`config.mk`:
```
export PLATFORM = sky130hd
export DESIGN_NAME = mem_stage_param_flat
export DESIGN_NICKNAME = d
export VERILOG_FILES = /design/src/rtl/mem_stage_param_if.sv /design/src/rtl/mem_stage_param.sv /design/src/flat_wrapper.sv
export SDC_FILE = /design/constraint.sdc
export NUM_CORES = 2
export LEC_CHECK = 0
export ABC_AREA = 1
export CAP_MARGIN = 10
export CORE_ASPECT_RATIO = 1.75
export CORE_MARGIN = 3
export CORE_UTILIZATION = 39
export CTS_CLUSTER_DIAMETER = 50
export DETAILED_ROUTE_END_ITERATION = 8
export HOLD_SLACK_MARGIN = 0.02
export PLACE_DENSITY = 0.57
export SLEW_MARGIN = 20
export SYNTH_ARGS = -nofsm -noshare
export SYNTH_HDL_FRONTEND = slang
export SYNTH_SLANG_ARGS = --single-unit
export TNS_END_PERCENT = 50
```
`constraint.sdc`:
```
create_clock -name clk -period 10.88 [get_ports clk]
set_input_delay 2.176 -clock clk [delete_from_list [all_inputs] [get_ports clk]]
set_output_delay 2.176 -clock clk [all_outputs]
set_load 0.05 [all_outputs]
```
`src/rtl/mem_stage_param_if.sv`:
```
// Bus between the EXE/MEM register, the MEM stage and the WB stage.
// The upstream (master) side drives instruction fields and observes ready and the MEM/WB register.
interface mem_stage_param_if #(
    parameter int unsigned DATA_W = 32
);
    logic              wb_en_in;
    logic              mem_r_en;
    logic              mem_w_en;
    logic [DATA_W-1:0] alu_res;
    logic [DATA_W-1:0] val_rm;
    logic [3:0]        wb_dest_in;
    logic              ready;
    logic              wb_en_out;
    logic              mem_r_en_out;
    logic [DATA_W-1:0] alu_res_out;
    logic [DATA_W-1:0] mem_out;
    logic [3:0]        wb_dest_out;
    logic              addr_err_out;

    modport master (
        output wb_en_in, mem_r_en, mem_w_en, alu_res, val_rm, wb_dest_in,
        input  ready, wb_en_out, mem_r_en_out, alu_res_out, mem_out, wb_dest_out, addr_err_out
    );

    modport slave (
        input  wb_en_in, mem_r_en, mem_w_en, alu_res, val_rm, wb_dest_in,
        output ready, wb_en_out, mem_r_en_out, alu_res_out, mem_out, wb_dest_out, addr_err_out
    );
endinterface

```
`src/rtl/mem_stage_param.sv`:
```
// ARM pipeline MEM stage: word-addressed data memory behind a base address, optional wait
// states with a ready/freeze handshake, and the MEM/WB pipeline register.
module mem_stage_param #(
    parameter int unsigned DATA_W      = 32,
    parameter int unsigned DEPTH       = 64,
    parameter int unsigned BASE_ADDR   = 1024,
    parameter int unsigned WAIT_STATES = 0
) (
    input  logic                clk,
    input  logic                rst,
    mem_stage_param_if.slave    bus
);
    localparam int unsigned BYTES  = DATA_W / 8;
    localparam int unsigned OFF_SH = $clog2(BYTES);
    localparam int unsigned IDX_W  = (DEPTH > 1) ? $clog2(DEPTH) : 1;
    localparam int unsigned CNT_W  = (WAIT_STATES > 1) ? $clog2(WAIT_STATES) : 1;
    localparam logic [DATA_W-1:0] BASE       = DATA_W'(BASE_ADDR);
    localparam logic [DATA_W-1:0] ALIGN_MASK = DATA_W'(BYTES - 1);
    localparam logic [DATA_W-1:0] DEPTH_W    = DATA_W'(DEPTH);
    localparam logic [CNT_W-1:0]  CNT_LOAD   = CNT_W'(WAIT_STATES - 1);

    typedef enum logic {IDLE, BUSY} state_t;

    state_t            state_q, state_d;
    logic [CNT_W-1:0]  cnt_q, cnt_d;
    logic              stage_ready;

    logic [DATA_W-1:0] mem [DEPTH];
    logic [DATA_W-1:0] off;
    logic [DATA_W-1:0] widx;
    logic [IDX_W-1:0]  idx;
    logic [DATA_W-1:0] rd_data;
    logic              access;
    logic              bad;

    // Address translation and error detection; bad addresses read as zero.
    always_comb begin
        off     = bus.alu_res - BASE;
        widx    = off >> OFF_SH;
        idx     = widx[IDX_W-1:0];
        access  = bus.mem_r_en | bus.mem_w_en;
        bad     = (bus.alu_res < BASE) | (widx >= DEPTH_W) | ((off & ALIGN_MASK) != '0);
        rd_data = bad ? '0 : mem[idx];
    end

    always_ff @(posedge clk) begin
        if (rst) begin
            state_q <= IDLE;
            cnt_q   <= '0;
        end else begin
            state_q <= state_d;
            cnt_q   <= cnt_d;
        end
    end

    always_comb begin
        state_d = state_q;
        cnt_d   = cnt_q;
        case (state_q)
            IDLE: begin
                if (access && (WAIT_STATES > 0)) begin
                    state_d = BUSY;
                    cnt_d   = CNT_LOAD;
                end
            end
            BUSY: begin
                if (cnt_q == '0) begin
                    state_d = IDLE;
                end else begin
                    cnt_d = cnt_q - CNT_W'(1);
                end
            end
            default: state_d = IDLE;
        endcase
    end

    always_comb begin
        stage_ready = 1'b1;
        case (state_q)
            IDLE:    stage_ready = !(access && (WAIT_STATES > 0));
            BUSY:    stage_ready = (cnt_q == '0);
            default: stage_ready = 1'b1;
        endcase
    end

    assign bus.ready = stage_ready;

    // Stores commit only on the final (ready) cycle of an op and never under reset.
    always_ff @(posedge clk) begin
        if (!rst && stage_ready && bus.mem_w_en && !bad) begin
            mem[idx] <= bus.val_rm;
        end
    end

    // MEM/WB register: bubble control bits while stalled, data fields hold.
    always_ff @(posedge clk) begin
        if (rst) begin
            bus.wb_en_out    <= 1'b0;
            bus.mem_r_en_out <= 1'b0;
            bus.alu_res_out  <= '0;
            bus.mem_out      <= '0;
            bus.wb_dest_out  <= '0;
            bus.addr_err_out <= 1'b0;
        end else if (stage_ready) begin
            bus.wb_en_out    <= bus.wb_en_in;
            bus.mem_r_en_out <= bus.mem_r_en;
            bus.alu_res_out  <= bus.alu_res;
            bus.mem_out      <= rd_data;
            bus.wb_dest_out  <= bus.wb_dest_in;
            bus.addr_err_out <= access & bad;
        end else begin
            bus.wb_en_out    <= 1'b0;
            bus.mem_r_en_out <= 1'b0;
            bus.addr_err_out <= 1'b0;
        end
    end
endmodule

```
`src/flat_wrapper.sv`:
```
// flat-port wrapper written by rule: the top's interface ports become plain ports
module mem_stage_param_flat 
#(
    parameter int unsigned DATA_W      = 32,
    parameter int unsigned DEPTH       = 64,
    parameter int unsigned BASE_ADDR   = 1024,
    parameter int unsigned WAIT_STATES = 0
)
  (clk, rst, bus_wb_en_in, bus_mem_r_en, bus_mem_w_en, bus_alu_res, bus_val_rm, bus_wb_dest_in, bus_ready, bus_wb_en_out, bus_mem_r_en_out, bus_alu_res_out, bus_mem_out, bus_wb_dest_out, bus_addr_err_out);
  mem_stage_param_if #(.DATA_W(DATA_W)) bus_i ();
  input  logic clk;
  input  logic rst;
  input wire logic [$bits(bus_i.wb_en_in)-1:0] bus_wb_en_in;
  input wire logic [$bits(bus_i.mem_r_en)-1:0] bus_mem_r_en;
  input wire logic [$bits(bus_i.mem_w_en)-1:0] bus_mem_w_en;
  input wire logic [$bits(bus_i.alu_res)-1:0] bus_alu_res;
  input wire logic [$bits(bus_i.val_rm)-1:0] bus_val_rm;
  input wire logic [$bits(bus_i.wb_dest_in)-1:0] bus_wb_dest_in;
  output wire logic [$bits(bus_i.ready)-1:0] bus_ready;
  output wire logic [$bits(bus_i.wb_en_out)-1:0] bus_wb_en_out;
  output wire logic [$bits(bus_i.mem_r_en_out)-1:0] bus_mem_r_en_out;
  output wire logic [$bits(bus_i.alu_res_out)-1:0] bus_alu_res_out;
  output wire logic [$bits(bus_i.mem_out)-1:0] bus_mem_out;
  output wire logic [$bits(bus_i.wb_dest_out)-1:0] bus_wb_dest_out;
  output wire logic [$bits(bus_i.addr_err_out)-1:0] bus_addr_err_out;
  assign bus_i.wb_en_in = bus_wb_en_in;
  assign bus_i.mem_r_en = bus_mem_r_en;
  assign bus_i.mem_w_en = bus_mem_w_en;
  assign bus_i.alu_res = bus_alu_res;
  assign bus_i.val_rm = bus_val_rm;
  assign bus_i.wb_dest_in = bus_wb_dest_in;
  assign bus_ready = bus_i.ready;
  assign bus_wb_en_out = bus_i.wb_en_out;
  assign bus_mem_r_en_out = bus_i.mem_r_en_out;
  assign bus_alu_res_out = bus_i.alu_res_out;
  assign bus_mem_out = bus_i.mem_out;
  assign bus_wb_dest_out = bus_i.wb_dest_out;
  assign bus_addr_err_out = bus_i.addr_err_out;
  mem_stage_param #(.DATA_W(DATA_W), .DEPTH(DEPTH), .BASE_ADDR(BASE_ADDR), .WAIT_STATES(WAIT_STATES)) u_core (.clk(clk), .rst(rst), .bus(bus_i));
endmodule
```
==> flow_summary_export.csv <==
group,metric,value,unit
outcome,status,"finished, final reports clean",
worst_setup_path,path_max_fanout,72,
worst_setup_path,critPathLaunch,"bus_alu_res[4]",
die,io_pins,145,
clock_tree,ctsHoldBuffers,0,
timing,fin_setup_tns,0,ns
die,dieHeight,615.6,um
timing,slew_violations,0,
placement,dpl.hpwl,170300,um
logic_synthesis,postSynthCellCount,6919,
power_and_ir_drop,power,16.96,mW
die,initial_core_util,39.27,%
worst_setup_path,r2r-end,"u_core.bus.mem_out[23]",
timing,clock_skew,0.04670,ns
clock_tree,postCtsSetupBuffers,0,
worst_setup_path,cp_common_cell,"nand2_1",
global_routing,grt.total_usage,24.80,%
cells_and_area,multi_input_area,0.01860,mm^2
placement,gp_congestion,0.9226,
logic_synthesis,ys_seq_area_share,75.97,%
detailed_routing,viasPerCell,5.379,
power_and_ir_drop,p_leak,33.26,nW
worst_setup_path,crit_cells,14,
clock_tree,clock_sinks,2119,
logic_synthesis,synth_largest_area_cell,"edfxtp_1",
logic_synthesis,synth_area_leaders,"edfxtp_1 74%, nand2_1 14%, a21oi_1 2.6%",
logic_synthesis,synthArstFlopShare,0,%
clock_tree,cts.clk_slew.worst_paths,0.07,ns
timing,hold_slack,0.7555,ns
cells_and_area,fill_cells,19160,
clock_tree,cts_max_level,4,
logic_synthesis,synth_area,0.08283,mm^2
worst_setup_path,slowest_stage,"nor2_4",
timing,max_freq,152.8,MHz
cells_and_area,regArea,0.06292,mm^2
worst_setup_path,crit_buf_inv,5,
global_routing,antenna_found_initial,25,
global_routing,grt_max_degree,132,
timing,rsz0062_at_grt,"false",
worst_setup_path,critPathKind,"in -> reg",
cells_and_area,synthToLayoutAreaGrowth,13.83,%
detailed_routing,detail_route.first_pass.iterations,5,
detailed_routing,via_count,53690,
detailed_routing,ant_nets,0,
global_routing,grt_pass1_vias,51110,
die,die_area,0.2182,mm^2
worst_setup_path,cp-endpoint,"u_core.mem[58][29]",
timing,hold_viol,0,
die,fp-row-count,223,
cells_and_area,drive_above_1_share,7.837,%
timing,worstMarginPinSlew,1.274,ns
worst_setup_path,arrival,6.99,ns
logic_synthesis,synth-edff-count,2048,
detailed_routing,wire_per_inst,27.79,um
detailed_routing,drc_errors,0,
power_and_ir_drop,p_per_area,179.9,mW/mm^2
worst_setup_path,start_kind,"primary input",
worst_setup_path,crit_path_end_kind,"register",
logic_synthesis,syn-num-nets,6992,
min_path,hold_class,"reg -> reg",
logic_synthesis,synthDistinctLibCells,26,
cells_and_area,final_nets,7081,
clock_tree,numCtsBuffers,197,
die,die_x,354.4,um
clock_tree,ctsLongestPathBuffers,4,
clock_tree,postCtsResizedCells,0,
logic_synthesis,ys_warn_count,0,
worst_setup_path,rr_worst_depth,8,
global_routing,grt_pass1_wl,383100,um
worst_setup_path,r2r_slack,8.04,ns
timing,min_period,6.544,ns
timing,relSlewSlack,14.19,%
clock_tree,clkLatencyLatePin,0.86,ns
clock_tree,cts_tree,"done",
timing,setup_viol,0,
logic_synthesis,synth_top_cell_area_share,74.25,%
worst_setup_path,path_cells,"buf_6 > clkinv_2 > nand3_2 > inv_6 > nand3_1 > nand2_1 > inv_1 > nand2_1 > nor2_1 > nand2_1 > nor2_2 > nand4_4 > buf_12 > nor2_4",
worst_setup_path,r2r-start,"u_core.mem[29][23]",
logic_synthesis,syn_avg_cell_area,11.97,um^2
worst_setup_path,cp_data_required_time,11.32,ns
die,core_area,0.2109,mm^2
worst_setup_path,crit_family,"simple AND/OR/NAND/NOR gates",
clock_tree,cts_root_buffer,"clkbuf_16",
run,maxCapViolations,0,
logic_synthesis,synthFlopType,"edfxtp_1",
detailed_routing,drt_iter0_markers,6239,
detailed_routing,routed_wl,277300,um
global_routing,grt_overflow,0,
power_and_ir_drop,irDropWorstVdd,0.0001129,V
logic_synthesis,ys_ff_latch,2119,
placement,io_buffers,143,
worst_setup_path,cpPeakStageDelay,0.93,ns
timing,fin_crit_sh,60.15,%
power breakdown:
group / total [mW] / switching [mW] / internal (mW)
clock network: 7.04 / 3.04 / 4.00
registers: 8.94 / 0.00181 / 8.94
logic: 0.977 / 0.784 / 0.193
worst min-delay path by stage:
| stage | endpoint | from | cells past startpoint |
|---|---|---|---|
| final | u_core.bus.mem_out[31] | u_core.mem[22][31] | 6 |
| after global placement | u_core.bus.mem_out[31] | u_core.mem[22][31] | 6 |
| after detailed placement | u_core.bus.mem_out[31] | u_core.mem[22][31] | 6 |
| after CTS | u_core.bus.mem_out[31] | u_core.mem[22][31] | 6 |
| after floorplan | u_core.bus.mem_out[1] | u_core.mem[30][1] | 6 |
| after global routing | u_core.bus.mem_out[31] | u_core.mem[22][31] | 6 |
through the flow:
| stage | area [um^2] | utilization (%) | cells | setup slack [ns] |
|---|---|---|---|---|
| finish | 94280 | 44.70 | 9980 | 4.336 |
| floorplan | 82830 | - | 6919 | 5.670 |
| detailed placement | 87600 | 41.53 | 9610 | 3.390 |
| global placement | 87450 | 41.46 | 9604 | 3.410 |
| CTS | 94030 | 44.58 | 9959 | 4.267 |
| global route | 94260 | 44.69 | 9971 | 4.127 |
layer usage:
metal / wire [um] / share of wire [%] / vias up / GRT usage, %
met2: 137000 / 49 / 2487 / 41.96
met5: 35 / 0.013 / - / 0
met4: 24420 / 8.8 / 6 / 18.86
li1: - / - / 23890 / -
met1: 97100 / 35 / 26680 / 28.50
met3: 18740 / 6.8 / 624 / 3.383
registers in the layout, indices dropped and copies added (netlist names):
| name | flops |
|---|---|
| u_core.bus.mem_r_en_out | 1 |
| u_core.mem | 2048 |
| u_core.bus.alu_res_out | 32 |
| u_core.bus.mem_out | 32 |
| u_core.bus.wb_en_out | 1 |
| u_core.bus.wb_dest_out | 4 |
| u_core.bus.addr_err_out | 1 |
area by class of cell:
| class | count | area share (%) |
|---|---|---|
| well taps | 2812 | 3.732 |
| repair buffers | 250 | 2.605 |
| clock buffers | 233 | 5.505 |
| diodes | 10 | 0.02654 |
| flip-flops and latches | 2119 | 66.74 |
| clock inverters | 116 | 1.316 |
| inverters | 77 | 0.3557 |
| multi-input cells | 4363 | 19.72 |
kinds of logic (layout without fill, tap and decap cells):
logic type	count (synthesis)	in the layout	synth area share, %
AOI/OAI and AO/OA	695	695	4.417
buffers and inverters	437	676	2.168
DFF	2119	2119	75.97
other	1	11	0.004528
and+or+nand+nor	3667	3667	17.44
cells in the final DEF (no fill, tap or decap), types with 7 or more instances in the layout:
cell type | netlist | layout
a21oi_1 | 428 | 428
a22oi_1 | 58 | 58
buf_12 | 0 | 17
buf_2 | 112 | 16
buf_4 | 4 | 101
bufinv_16 | 0 | 25
clkbuf_1 | 194 | 28
clkbuf_16 | 0 | 201
clkdlybuf4s50_1 | 0 | 107
clkinv_1 | 0 | 37
clkinv_2 | 0 | 33
clkinvlp_4 | 0 | 10
dfxtp_1 | 71 | 71
diode_2 | 0 | 10
edfxtp_1 | 2048 | 2048
inv_1 | 70 | 66
inv_6 | 0 | 8
nand2_1 | 3081 | 3081
nand3_1 | 41 | 40
nand3b_1 | 39 | 39
nand4_1 | 109 | 109
nor2_1 | 311 | 263
nor2_2 | 25 | 7
nor2_4 | 0 | 66
nor3_1 | 17 | 11
o21a_1 | 8 | 8
o21ai_0 | 197 | 193
or2_2 | 40 | 40
worst register-to-register path, cell delays in order (launching register included):
cell and delay [ns]:
edfxtp_1 0.36, nand2_1 0.07, a21oi_1 0.08, o21ai_0 0.65, nand2_1 0.37, nand2_1 0.29, nand4_1 0.56, nor2_1 0.29
nor2_1 0.07
cells in the mapped netlist (39+ instances only):
library cell / instances
nand2_1: 3081
edfxtp_1: 2048
a21oi_1: 428
nor2_1: 311
o21ai_0: 197
clkbuf_1: 194
buf_2: 112
nand4_1: 109
dfxtp_1: 71
inv_1: 70
a22oi_1: 58
buf_1: 50
nand3_1: 41
or2_2: 40
nand3b_1: 39
No activity file was read; power rests on OpenSTA's default activity.
